===== src/rtl/regf_pkg.sv =====
// Register-file constants shared by the write-back arbiter, the register file and decode.
package regf_pkg;

  localparam int unsigned REG_ADDR_W = 5;
  localparam int unsigned REG_NUM    = 32;
  localparam logic [REG_ADDR_W-1:0] ZERO_REG = 5'd0;

endpackage


===== src/rtl/rr_arbiter.sv =====
// Round-robin arbiter: the first requester at or after ptr, wrapping, wins a one-hot grant.
module rr_arbiter #(
  parameter int unsigned NUM_REQ = 2,
  parameter int unsigned PTR_W   = $clog2(NUM_REQ)
) (
  input  logic [NUM_REQ-1:0] req,
  input  logic [PTR_W-1:0]   ptr,
  output logic [NUM_REQ-1:0] gnt,
  output logic [PTR_W-1:0]   idx
);

  int unsigned      k;
  logic [PTR_W-1:0] ki;
  logic             found;

  always_comb begin
    gnt   = '0;
    idx   = '0;
    found = 1'b0;
    k     = 0;
    ki    = '0;
    for (int unsigned off = 0; off < NUM_REQ; off++) begin
      k = 32'(ptr) + off;
      if (k >= NUM_REQ) k = k - NUM_REQ;
      ki = k[PTR_W-1:0];
      if (!found && req[ki]) begin
        found   = 1'b1;
        gnt[ki] = 1'b1;
        idx     = ki;
      end
    end
  end

endmodule


===== src/rtl/regf_wb_arbiter.sv =====
// Shares the register file write port among write-back requesters and tracks pending
// destination registers for read-after-write hazard detection.
module regf_wb_arbiter
  import regf_pkg::*;
#(
  parameter int unsigned NUM_REQ = 2,
  parameter int unsigned DATA_W  = 32
) (
  input  logic                          clk,
  input  logic                          rst,
  input  logic [NUM_REQ-1:0]            req_valid,
  input  logic [NUM_REQ*REG_ADDR_W-1:0] req_addr,
  input  logic [NUM_REQ*DATA_W-1:0]     req_data,
  output logic [NUM_REQ-1:0]            req_ready,
  output logic                          WE3,
  output logic [REG_ADDR_W-1:0]         A3,
  output logic [DATA_W-1:0]             WD3,
  input  logic                          resv_valid,
  input  logic [REG_ADDR_W-1:0]         resv_addr,
  input  logic [REG_ADDR_W-1:0]         chk_addr1,
  input  logic [REG_ADDR_W-1:0]         chk_addr2,
  output logic                          chk_busy1,
  output logic                          chk_busy2,
  output logic                          resv_err
);

  localparam int unsigned PTR_W = $clog2(NUM_REQ);

  logic [PTR_W-1:0]      ptr_q, ptr_d;
  logic                  we_q, we_d;
  logic [REG_ADDR_W-1:0] addr_q, addr_d;
  logic [DATA_W-1:0]     data_q, data_d;
  logic [REG_NUM-1:0]    busy_q, busy_d;
  logic                  err_q, err_d;

  logic [NUM_REQ-1:0]    gnt;
  logic [PTR_W-1:0]      win;
  logic                  xfer;
  logic [REG_ADDR_W-1:0] sel_addr;
  logic [DATA_W-1:0]     sel_data;
  logic                  resv_set;

  rr_arbiter #(
    .NUM_REQ (NUM_REQ),
    .PTR_W   (PTR_W)
  ) u_rr_arbiter (
    .req (req_valid),
    .ptr (ptr_q),
    .gnt (gnt),
    .idx (win)
  );

  // Grants are held off while reset is asserted so nothing is consumed and then dropped.
  assign req_ready = rst ? gnt : '0;
  assign xfer      = |gnt;

  always_comb begin
    sel_addr = '0;
    sel_data = '0;
    for (int unsigned i = 0; i < NUM_REQ; i++) begin
      if (win == PTR_W'(i)) begin
        sel_addr = req_addr[i*REG_ADDR_W +: REG_ADDR_W];
        sel_data = req_data[i*DATA_W +: DATA_W];
      end
    end
  end

  always_comb begin
    ptr_d  = ptr_q;
    we_d   = 1'b0;
    addr_d = addr_q;
    data_d = data_q;
    if (xfer) begin
      we_d   = (sel_addr != ZERO_REG);
      addr_d = sel_addr;
      data_d = sel_data;
      ptr_d  = (win == PTR_W'(NUM_REQ - 1)) ? '0 : win + 1'b1;
    end
  end

  assign resv_set = resv_valid && (resv_addr != ZERO_REG);

  // A reservation of the register being written back this edge is legal: the old value retires.
  always_comb begin
    busy_d = busy_q;
    if (we_q) busy_d[addr_q] = 1'b0;
    if (resv_set) busy_d[resv_addr] = 1'b1;
    err_d = err_q;
    if (resv_set && busy_q[resv_addr] && !(we_q && (addr_q == resv_addr))) err_d = 1'b1;
  end

  always_ff @(posedge clk or negedge rst) begin
    if (!rst) begin
      ptr_q  <= '0;
      we_q   <= 1'b0;
      addr_q <= '0;
      data_q <= '0;
      busy_q <= '0;
      err_q  <= 1'b0;
    end else begin
      ptr_q  <= ptr_d;
      we_q   <= we_d;
      addr_q <= addr_d;
      data_q <= data_d;
      busy_q <= busy_d;
      err_q  <= err_d;
    end
  end

  assign WE3       = we_q;
  assign A3        = addr_q;
  assign WD3       = data_q;
  assign chk_busy1 = (chk_addr1 != ZERO_REG) && busy_q[chk_addr1];
  assign chk_busy2 = (chk_addr2 != ZERO_REG) && busy_q[chk_addr2];
  assign resv_err  = err_q;

endmodule


===== config.mk =====
export PLATFORM = sky130hd
export DESIGN_NAME = regf_wb_arbiter
export DESIGN_NICKNAME = d
export VERILOG_FILES = /design/src/rtl/regf_pkg.sv /design/src/rtl/rr_arbiter.sv /design/src/rtl/regf_wb_arbiter.sv
export SDC_FILE = /design/constraint.sdc
export NUM_CORES = 1
export LEC_CHECK = 0
export BUFFER_PORTS_ARGS = -buffer_cell sky130_fd_sc_hd__buf_2
export CAP_MARGIN = 20
export CORE_ASPECT_RATIO = 1.5
export CORE_MARGIN = 10
export CORE_UTILIZATION = 51
export DETAILED_ROUTE_END_ITERATION = 8
export PLACE_DENSITY = 0.79
export SYNTH_ARGS = -nofsm -noshare
export SYNTH_HDL_FRONTEND = slang
export SYNTH_HIERARCHICAL = 1
export SYNTH_SLANG_ARGS = --single-unit

===== constraint.sdc =====
create_clock -name clk -period 2.9 [get_ports clk]
set_input_delay 0.58 -clock clk [delete_from_list [all_inputs] [get_ports clk]]
set_output_delay 0.58 -clock clk [all_outputs]
set_load 0.005 [all_outputs]

==> results of run 1 <==
[cell families after synthesis]
logic type             share of synthesized area
AO/OA/AOI/OAI                              0.169
AND/OR/NAND/NOR                            0.135
multiplexers                               0.208
flip-flops                                 0.434
buffers and inverters                     0.0422
XOR/XNOR                                  0.0106
[final cells by class]
cell class                      count  share of cell area
Multi-Input combinational cell    314               0.422
Sequential cell                    72               0.348
Timing Repair Buffer              142               0.145
Clock buffer                       13              0.0503
Tap cell                          105              0.0254
Clock inverter                      3             0.00774
Inverter                            2             0.00145
[state kept, by name (all words and copies together), names as in the netlist]
signal	flops
WE3	1
ptr_q	1
A3	5
WD3	32
busy_q	32
resv_err	1
[layer usage]
metal / up-vias / wire (µm) / GRT usage
met5: - / 16 / 0
met4: 2 / 584 / 0.121
li1: 1789 / - / -
met1: 1831 / 4920 / 0.228
met2: 245 / 6070 / 0.344
met3: 49 / 1420 / 0.0937
[per-stage QoR]
stage | hold WS, ns | instance area, µm² | cells | power [mW] | worst slack, ns
floorplan | 0.284 | 4150 | 420 | 2.28 | 0.415
global placement | 0.475 | 4870 | 635 | 2.76 | 0.117
detailed placement | 0.485 | 4870 | 635 | 2.82 | 0.110
CTS | 0.320 | 5170 | 651 | 3.95 | 0.111
global route | 0.363 | 5170 | 651 | 4.16 | 0.0210
finish | 0.315 | 5170 | 651 | 3.94 | 0.111
[worst max-delay path, delay by kind of cell]
kind	cells	cell delay (ns)
mux	2	0.73
simple gates	2	0.56
buf+inv	2	0.34
[layout by cell type (no fill, tap or decap), drive strengths merged, types with 3 or more instances in the layout]
master   instances
o21ai           63
clkbuf          13
dfrtp           72
buf            142
mux2i           63
nor3             4
a21oi           43
or4              5
nor2            47
or3b             7
mux2             8
nand2b           3
mux4             6
nor2b            4
o31ai            3
nand3           10
a2111oi          4
xor2             4
nand3b          10
o22ai            7
a21boi           3
[how the worst max path moves through the flow]
stage,slack (ns),from,end
4_1_cts,0.11,chk_addr1[0],chk_busy1
3_3_place_gp,0.12,chk_addr1[0],chk_busy1
5_1_grt,0.02,chk_addr2[0],chk_busy2
3_5_place_dp,0.11,chk_addr1[0],chk_busy1
2_1_floorplan,0.41,chk_addr2[0],chk_busy2
6_report,0.11,chk_addr1[0],chk_busy1
[power groups by stage]
stage / Combinational, mW / Clock [mW] / Sequential [mW]
after floorplan: 0.738 / 0 / 1.54
after global routing: 1.21 / 1.17 / 1.78
after CTS: 1.08 / 1.13 / 1.74
final: 1.08 / 1.10 / 1.76
after detailed placement: 1.07 / 0 / 1.75
after global placement: 1.02 / 0 / 1.75
==> summary.txt, run 1 <==
Worst setup path
  – Cells on worst reg2reg path: 5
  – CP Capture Type: output pin
  – Worst r2r dst: WD3[1]
  – CP peak stage delay: 0.57 ns
  – Crit-path cells: buf_2, mux4_1, mux2i_1, nor3b_1, or4_1, buf_2
  – Startpoint types: primary input
  – Worst reg2reg setup slack: 0.99 ns
  – CP Max Fanout: 11
  – Critical path's slowest cell: mux4_1
  – Crit path DAT: 2.21 ns
  – Critical path class: primary input to output pin
  – Most used cell, CP: buf_2
  – CP Data Required Time: 2.32 ns
  – R2r startpoint: ptr_q

Drt
  – Antenna-violating nets left: 0
  – Vias: 3916
  – First DRT Iteration DRCs: 371
  – First-pass DRT Iterations: 7
  – Vias per cell: 6.02
  – Wire per inst: 20.0 µm
  – Post-route DRC: 0
  – Final WL: 13.0 mm

Power and ir drop
  – Clk network pwr share: 0.280
  – Pwr dens: 761 mW/mm²
  – Combinational power share: 0.273
  – Int Pwr: 2.58 mW
  – Seq pwr share: 0.446
  – Pleak: 2.33 nW
  – Max IR drop VDD: 0.000362 V
  – Sw Share: 0.345
  – Sw Pwr: 1.36 mW

Synth
  – Post-Syn Area: 0.00415 mm²
  – Synth top cells by count: dfrtp_1, mux2i_1, o21ai_0, nor2_1, a21oi_1
  – Cells after synthesis: 420
  – Share of the synthesized area in the top cell type: 0.434
  – Synthesis-stage register bit count: 72
  – Synth area leader: dfrtp_1
  – Yosys warnings: 6
  – Top cells by area, synth: dfrtp_1, mux2i_1, o21ai_0
  – Syn Nets: 514
  – Sequential fraction of the synthesis area: 0.434
  – Post-synth EDFFs: 0
  – Commonest register cell after synthesis: dfrtp_1
  – Cell with the most instances after synthesis: dfrtp_1
  – Netlist cell types: 42
  – Syn Area/Cell: 9.88 µm²
  – Fraction of registers with async set/reset: 1.00

Placed design
  – Post-DP HPWL: 9.96 mm
  – Placer Congestion: 1.05
  – IO Port Bufs: 136

CTS
  – Post-cts sizing count: 0
  – Max clock buf depth: 2
  – Clock transition at path regs: 0.05 ns
  – CTS tree: built
  – Post CTS Setup Buffer Count: 0
  – Clock root buffer: clkbuf_16
  – Post-CTS Hold Fix Bufs: 0
  – Clk sink count: 72
  – H-Tree Level Count: 3
  – Number of buffers created by CTS: 9
  – Worst skew pair latency: 0.33 ns

Outcome
  – Outcome: finished clean

Floorplanning
  – Core box area: 0.00796 mm²
  – Die W: 93.6 µm
  – Die ar.: 0.0122 mm²
  – # rows: 40
  – # IOs: 137
  – Die height: 130 µm
  – Initial Util: 0.521

GRT
  – Congestion Overflow GR: 0
  – Initial antenna violation count: 1
  – Largest net degree at the start of global routing: 45
  – First-pass GRT wire length: 20.5 mm
  – Vias in the first global route: 4152
  – All-Layer GR Usage: 0.213

Timing
  – Slew @ Worst Pin: 0.765 ns
  – Final setup fails: 0
  – Slew Viols, Final: 0
  – Rel. slew slack: 0.489
  – RSZ-0062 raised after global routing: false
  – Sum of negative setup slack: 0 ns
  – Maximum clock rate: 0.359 GHz
  – Minimum clock period: 2.79 ns
  – Final hold viol count: 0
  – Max Clock Skew: 0.00388 ns
  – Tcrit/Tclk final: 0.962

Flow run
  – MaxCap Viol Count: 0

Hold path
  – Worst Hold Class: primary input to asynchronous set/reset pin

Layout
  – Final core occ: 0.650
  – Area grow syn2layout: 24.7%
  – Share of cells above drive strength 1: 0.328
  – # fillers: 636
  – Nets: 635
  – Register Area: 0.00180 mm²
  – Ant diodes: 0
  – Multi-input logic area: 0.00218 mm²
Note: power is estimated with default switching activity, not from simulation.
==> run 2, diff against run 1 <==
--- a/config.mk
+++ b/config.mk
@@ -9,9 +9,9 @@
 export CAP_MARGIN = 20
 export CORE_ASPECT_RATIO = 1.5
 export CORE_MARGIN = 10
-export CORE_UTILIZATION = 51
+export CORE_UTILIZATION = 55
 export DETAILED_ROUTE_END_ITERATION = 8
-export PLACE_DENSITY = 0.79
+export PLACE_DENSITY = 0.85
 export SYNTH_ARGS = -nofsm -noshare
 export SYNTH_HDL_FRONTEND = slang
 export SYNTH_HIERARCHICAL = 1
==> constraint.sdc (replaced) <==
create_clock -name clk -period 3.4 [get_ports clk]
set_input_delay 0.68 -clock clk [delete_from_list [all_inputs] [get_ports clk]]
set_output_delay 0.68 -clock clk [all_outputs]
set_load 0.005 [all_outputs]
==> run 2 against run 1 <==
  * Wire length fell by 1.2%
  * Final area fell by 3.1%
  * Sequential cell count did not move
  * Total power fell by 25%
  * Critical endpoint unchanged
  * Largest power group unchanged
==> summary.txt, run 2 (same netlist as run 1, synthesis figures left out) <==
Drt
  – Final WL: 12.8 mm
  – First DRT Iteration DRCs: 272
  – First-pass DRT Iterations: 5
  – Vias per cell: 6.05
  – Wire per inst: 20.0 µm
  – Post-route DRC: 0
  – Vias: 3893
  – Antenna-violating nets left: 0

Outcome
  – Outcome: finished clean

Placed design
  – IO Port Bufs: 136
  – Post-DP HPWL: 10.1 mm
  – Setup WS pre-CTS: 0.342 ns
  – Placer Congestion: 0.964
  – Placed Instances: 630

Worst setup path
  – Worst r2r dst: WE3
  – Crit path DAT: 2.36 ns
  – R2r startpoint: ptr_q
  – Worst reg2reg setup slack: 1.46 ns
  – CP Data Required Time: 2.72 ns
  – Cells on worst reg2reg path: 6
  – CP Max Fanout: 11
  – Startpoint types: primary input
  – Critical path class: primary input to output pin
  – CP Capture Type: output pin

Flow run
  – MaxCap Viol Count: 0

Timing
  – Maximum clock rate: 0.329 GHz
  – Max Clock Skew: 0.00650 ns
  – RSZ-0062 raised after global routing: false
  – Slew @ Worst Pin: 0.622 ns
  – Minimum clock period: 3.04 ns
  – Final worst slack: 0.357 ns
  – Final hold viol count: 0
  – Tcrit/Tclk final: 0.895
  – Rel. slew slack: 0.585
  – Sum of negative setup slack: 0 ns
  – Final setup fails: 0
  – Slew Viols, Final: 0

GRT
  – Initial antenna violation count: 0
  – First-pass GRT wire length: 20.6 mm
  – Congestion Overflow GR: 0
  – Vias in the first global route: 4128
  – All-Layer GR Usage: 0.220
  – Largest net degree at the start of global routing: 54

Layout
  – Share of cells above drive strength 1: 0.325
  – Commonest cells after routing, fill and taps aside: buf_2, dfrtp_1, o21ai_0, mux2i_1, nor2_1
  – Area grow syn2layout: 20.9%
  – Fin cells: 644
  – # fillers: 577
  – Nets: 635
  – Ant diodes: 0
  – Most common cell after layout, fill and taps aside: buf_2

CTS
  – Clock root buffer: clkbuf_8
  – Number of buffers created by CTS: 9
  – Post-cts sizing count: 0
  – H-Tree Level Count: 3
  – Clk sink count: 72
  – Worst skew pair latency: 0.35 ns
  – Post CTS Setup Buffer Count: 0
  – CTS tree: built
  – Clock transition at path regs: 0.07 ns
  – Post-CTS Hold Fix Bufs: 0
  – Max clock buf depth: 2

Floorplanning
  – Core box area: 0.00727 mm²
  – Die height: 126 µm
  – Die ar.: 0.0115 mm²
  – Die W: 90.9 µm
  – # IOs: 137
  – # rows: 38
  – Initial Util: 0.570

Power and ir drop
  – Overall Power: 2.97 mW
  – Pwr dens: 592 mW/mm²
  – Pleak: 2.26 nW
  – Max IR drop VDD: 0.000371 V

Hold path
  – Worst Hold Class: primary input to asynchronous set/reset pin
==> run 2: metrics by stage <==
stage	instance area [µm²]	utilization	hold WS [ns]
after CTS	5010	0.689	0.331
after global routing	5010	0.689	0.362
final	5010	0.689	0.328
after global placement	4840	0.666	0.473
after detailed placement	4840	0.666	0.483
after floorplan	4150	-	0.384
==> run 2: layer usage <==
metal  track usage  part of all wire  vias up
li1              -                 -     1786
met1         0.224              0.36     1875
met2         0.396              0.52      202
met3        0.0767             0.094       30
met4        0.0999             0.026        0
met5             0                 0        -
==> run 2: power by group <==
| part | switching (mW) | internal [mW] | leakage [nW] |
|---|---|---|---|
| Combinational | 0.455 | 0.465 | 1.36 |
| Clock | 0.291 | 0.318 | 0.0886 |
| Sequential | 0.318 | 1.12 | 0.807 |
| Total | 1.06 | 1.91 | 2.26 |
==> run 2: area by class of cell <==
| class | count | area [µm²] | area share |
|---|---|---|---|
| Multi-Input combinational cell | 314 | 2180 | 0.435 |
| Tap cell | 100 | 125 | 0.0250 |
| Inverter | 2 | 7.51 | 0.00150 |
| Sequential cell | 72 | 1800 | 0.359 |
| Timing Repair Buffer | 142 | 726 | 0.145 |
| Clock buffer | 14 | 173 | 0.0344 |
==> run 2: how the worst max path moves through the flow <==
stage | from | endpoint | slack, ns | depth (start not counted)
after detailed placement | chk_addr1[0] | chk_busy1 | 0.34 | 6
after floorplan | chk_addr2[0] | chk_busy2 | 0.71 | 6
after global placement | chk_addr1[0] | chk_busy1 | 0.44 | 6
after global routing | chk_addr1[0] | chk_busy1 | 0.29 | 6
final | chk_addr1[0] | chk_busy1 | 0.36 | 6
after CTS | chk_addr1[0] | chk_busy1 | 0.34 | 6
==> run 2: critical path, stage by stage <==
cell	delay, ns
buf_2	0.20
mux4_1	0.58
mux2i_1	0.19
nor3b_1	0.07
or4_1	0.50
buf_2	0.14
==> run 3, diff against run 2 <==
--- a/config.mk
+++ b/config.mk
@@ -9,9 +9,9 @@
 export CAP_MARGIN = 20
 export CORE_ASPECT_RATIO = 1.5
 export CORE_MARGIN = 10
-export CORE_UTILIZATION = 55
+export CORE_UTILIZATION = 46
 export DETAILED_ROUTE_END_ITERATION = 8
-export PLACE_DENSITY = 0.85
+export PLACE_DENSITY = 0.76
 export SYNTH_ARGS = -nofsm -noshare
 export SYNTH_HDL_FRONTEND = slang
 export SYNTH_HIERARCHICAL = 1
==> constraint.sdc (replaced) <==
create_clock -name clk -period 2.7 [get_ports clk]
set_input_delay 0.54 -clock clk [delete_from_list [all_inputs] [get_ports clk]]
set_output_delay 0.54 -clock clk [all_outputs]
set_load 0.005 [all_outputs]
==> run 3 against run 2 <==
  * First-iteration DRC count shrank 19%
  * Count of clock-buffer cells in the layout is the same
  * Wire length grew 4.7%
  * Clock power grew 120%
  * Sequential share of layout area shrank 1.4 points
  * Register-to-register slack lost 0.68 ns
  * Via count shrank 0.87%
  * Global-route usage shrank 1.8 points
  * Final area grew 4.3%
  * Critical path type is now flop to output pin
  * Highest routed layer unchanged
==> summary.txt, run 3 (same netlist as run 1, synthesis figures left out) <==
Power and ir drop
  – Overall Power: 4.41 mW
  – Sw Share: 0.337
  – Seq pwr share: 0.428
  – Max IR drop VDD: 0.000413 V
  – Combinational power share: 0.272
  – Pleak: 2.35 nW
  – Pwr dens: 843 mW/mm²
  – Int Pwr: 2.92 mW
  – Clk network pwr share: 0.300
  – Sw Pwr: 1.49 mW

CTS
  – H-Tree Level Count: 3
  – Clock root buffer: clkbuf_16
  – CTS tree: built
  – Clk sink count: 72
  – Number of buffers created by CTS: 9
  – Worst skew pair latency: 0.33 ns
  – Max clock buf depth: 2
  – Clock transition at path regs: 0.06 ns

Timing
  – Max Clock Skew: 0.00380 ns
  – Sum of negative setup slack: 0 ns
  – Final setup fails: 0
  – Final hold viol count: 0
  – Slew @ Worst Pin: 0.858 ns
  – Rel. slew slack: 0.428
  – Slew Viols, Final: 0
  – Tcrit/Tclk final: 0.987
  – RSZ-0062 raised after global routing: true
  – Minimum clock period: 2.67 ns
  – Maximum clock rate: 0.375 GHz

Layout
  – Share of cells above drive strength 1: 0.344
  – Commonest cells after routing, fill and taps aside: buf_2, dfrtp_1, o21ai_0, mux2i_1, nor2_1
  – Area grow syn2layout: 26.1%
  – # fillers: 781
  – Ant diodes: 0
  – Nets: 639
  – Most common cell after layout, fill and taps aside: buf_2

Drt
  – First DRT Iteration DRCs: 219
  – Post-route DRC: 0
  – Antenna-violating nets left: 0
  – Final WL: 13.5 mm
  – Vias per cell: 5.85
  – Vias: 3859
  – Wire per inst: 20.4 µm
  – First-pass DRT Iterations: 5

Floorplanning
  – Die height: 136 µm
  – Core box area: 0.00883 mm²
  – Initial Util: 0.470
  – Die W: 97.5 µm
  – # IOs: 137
  – Die ar.: 0.0133 mm²
  – # rows: 42

Worst setup path
  – CP Data Required Time: 2.16 ns
  – Worst r2r dst: WD3[23]
  – CP Capture Type: output pin
  – CP Max Fanout: 4
  – Startpoint types: flop
  – Critical path class: flop to output pin
  – Critical path's slowest cell: or4_1
  – Worst reg2reg setup slack: 0.78 ns
  – Crit path DAT: 2.13 ns
  – Crit-path cells: mux4_2, mux2i_1, nor3_1, or4_1, buf_2
  – R2r startpoint: ptr_q
  – CP peak stage delay: 0.52 ns
  – Cells on worst reg2reg path: 6

GRT
  – All-Layer GR Usage: 0.202
  – Initial antenna violation count: 0
  – Vias in the first global route: 4254
  – Congestion Overflow GR: 0
  – Largest net degree at the start of global routing: 70
  – First-pass GRT wire length: 21.7 mm

Outcome
  – Outcome: finished clean

Flow run
  – MaxCap Viol Count: 0

Placed design
  – Placer Congestion: 0.996
  – IO Port Bufs: 136
  – Post-DP HPWL: 10.3 mm

Hold path
  – Worst Hold Class: primary input to asynchronous set/reset pin
-- run 3: area by class of cell --
| type | instances | area (µm²) | area share |
|---|---|---|---|
| Tap cell | 110 | 138 | 0.0263 |
| Sequential cell | 72 | 1810 | 0.346 |
| Clock buffer | 14 | 274 | 0.0524 |
| Clock inverter | 2 | 60.1 | 0.0115 |
| Inverter | 2 | 7.51 | 0.00144 |
| Timing Repair Buffer | 146 | 768 | 0.147 |
| Multi-Input combinational cell | 314 | 2170 | 0.416 |
-- run 3: critical path, delay by kind of cell, from the launching register on --
| kind | cells | cell delay [ns] |
|---|---|---|
| multiplexers | 2 | 0.62 |
| AND/OR/NAND/NOR | 2 | 0.57 |
| flip-flops | 1 | 0.45 |
| buffers and inverters | 1 | 0.14 |
-- run 3: timing repair --
| item | CTS | global route |
|---|---|---|
| gates resized for setup | 0 | 6 |
| hold buffers | 0 | 0 |
| setup buffers | 0 | 2 |
| endpoints found under the setup margin | 0 | 2 |
-- run 3: stage by stage --
stage | std cells | util | cell area, µm² | setup slack, ns | hold WS [ns]
2_1_floorplan | 420 | - | 4150 | 0.295 | 0.244
3_3_place_gp | 642 | 0.553 | 4880 | 0.0774 | 0.381
3_5_place_dp | 642 | 0.553 | 4880 | 0.0779 | 0.378
4_1_cts | 658 | 0.591 | 5220 | 0.00119 | 0.0150
5_1_grt | 660 | 0.592 | 5230 | -0.0102 | 0.0239
6_report | 660 | 0.592 | 5230 | 0.0340 | 0.0254
-- run 3: power by group through the flow --
stage                     Clock [mW]  Sequential [mW]  Combinational [mW]
after floorplan                    0             1.65               0.793
after global placement             0             1.87                1.10
after detailed placement           0             1.88                1.16
after CTS                       1.34             1.87                1.18
after global routing            1.39             1.92                1.34
final                           1.32             1.89                1.20
-- run 3: per-layer routing --
metal,vias up,track usage,share of wire
li1,1797,-,-
met1,1774,0.217,0.39
met2,246,0.316,0.47
met3,42,0.0925,0.12
met4,0,0.132,0.032
met5,-,0,0
-- run 3: worst max path at each step --
stage / from / endpoint / slack, ns / cells after the start
floorplan: chk_addr2[0] / chk_busy2 / 0.29 / 6
global placement: chk_addr1[0] / chk_busy1 / 0.08 / 6
detailed placement: chk_addr1[0] / chk_busy1 / 0.08 / 6
CTS: busy_q[13] / chk_busy1 / 0.001 / 5
global route: busy_q[12] / chk_busy1 / -0.01 / 5
finish: busy_q[7] / chk_busy2 / 0.03 / 5
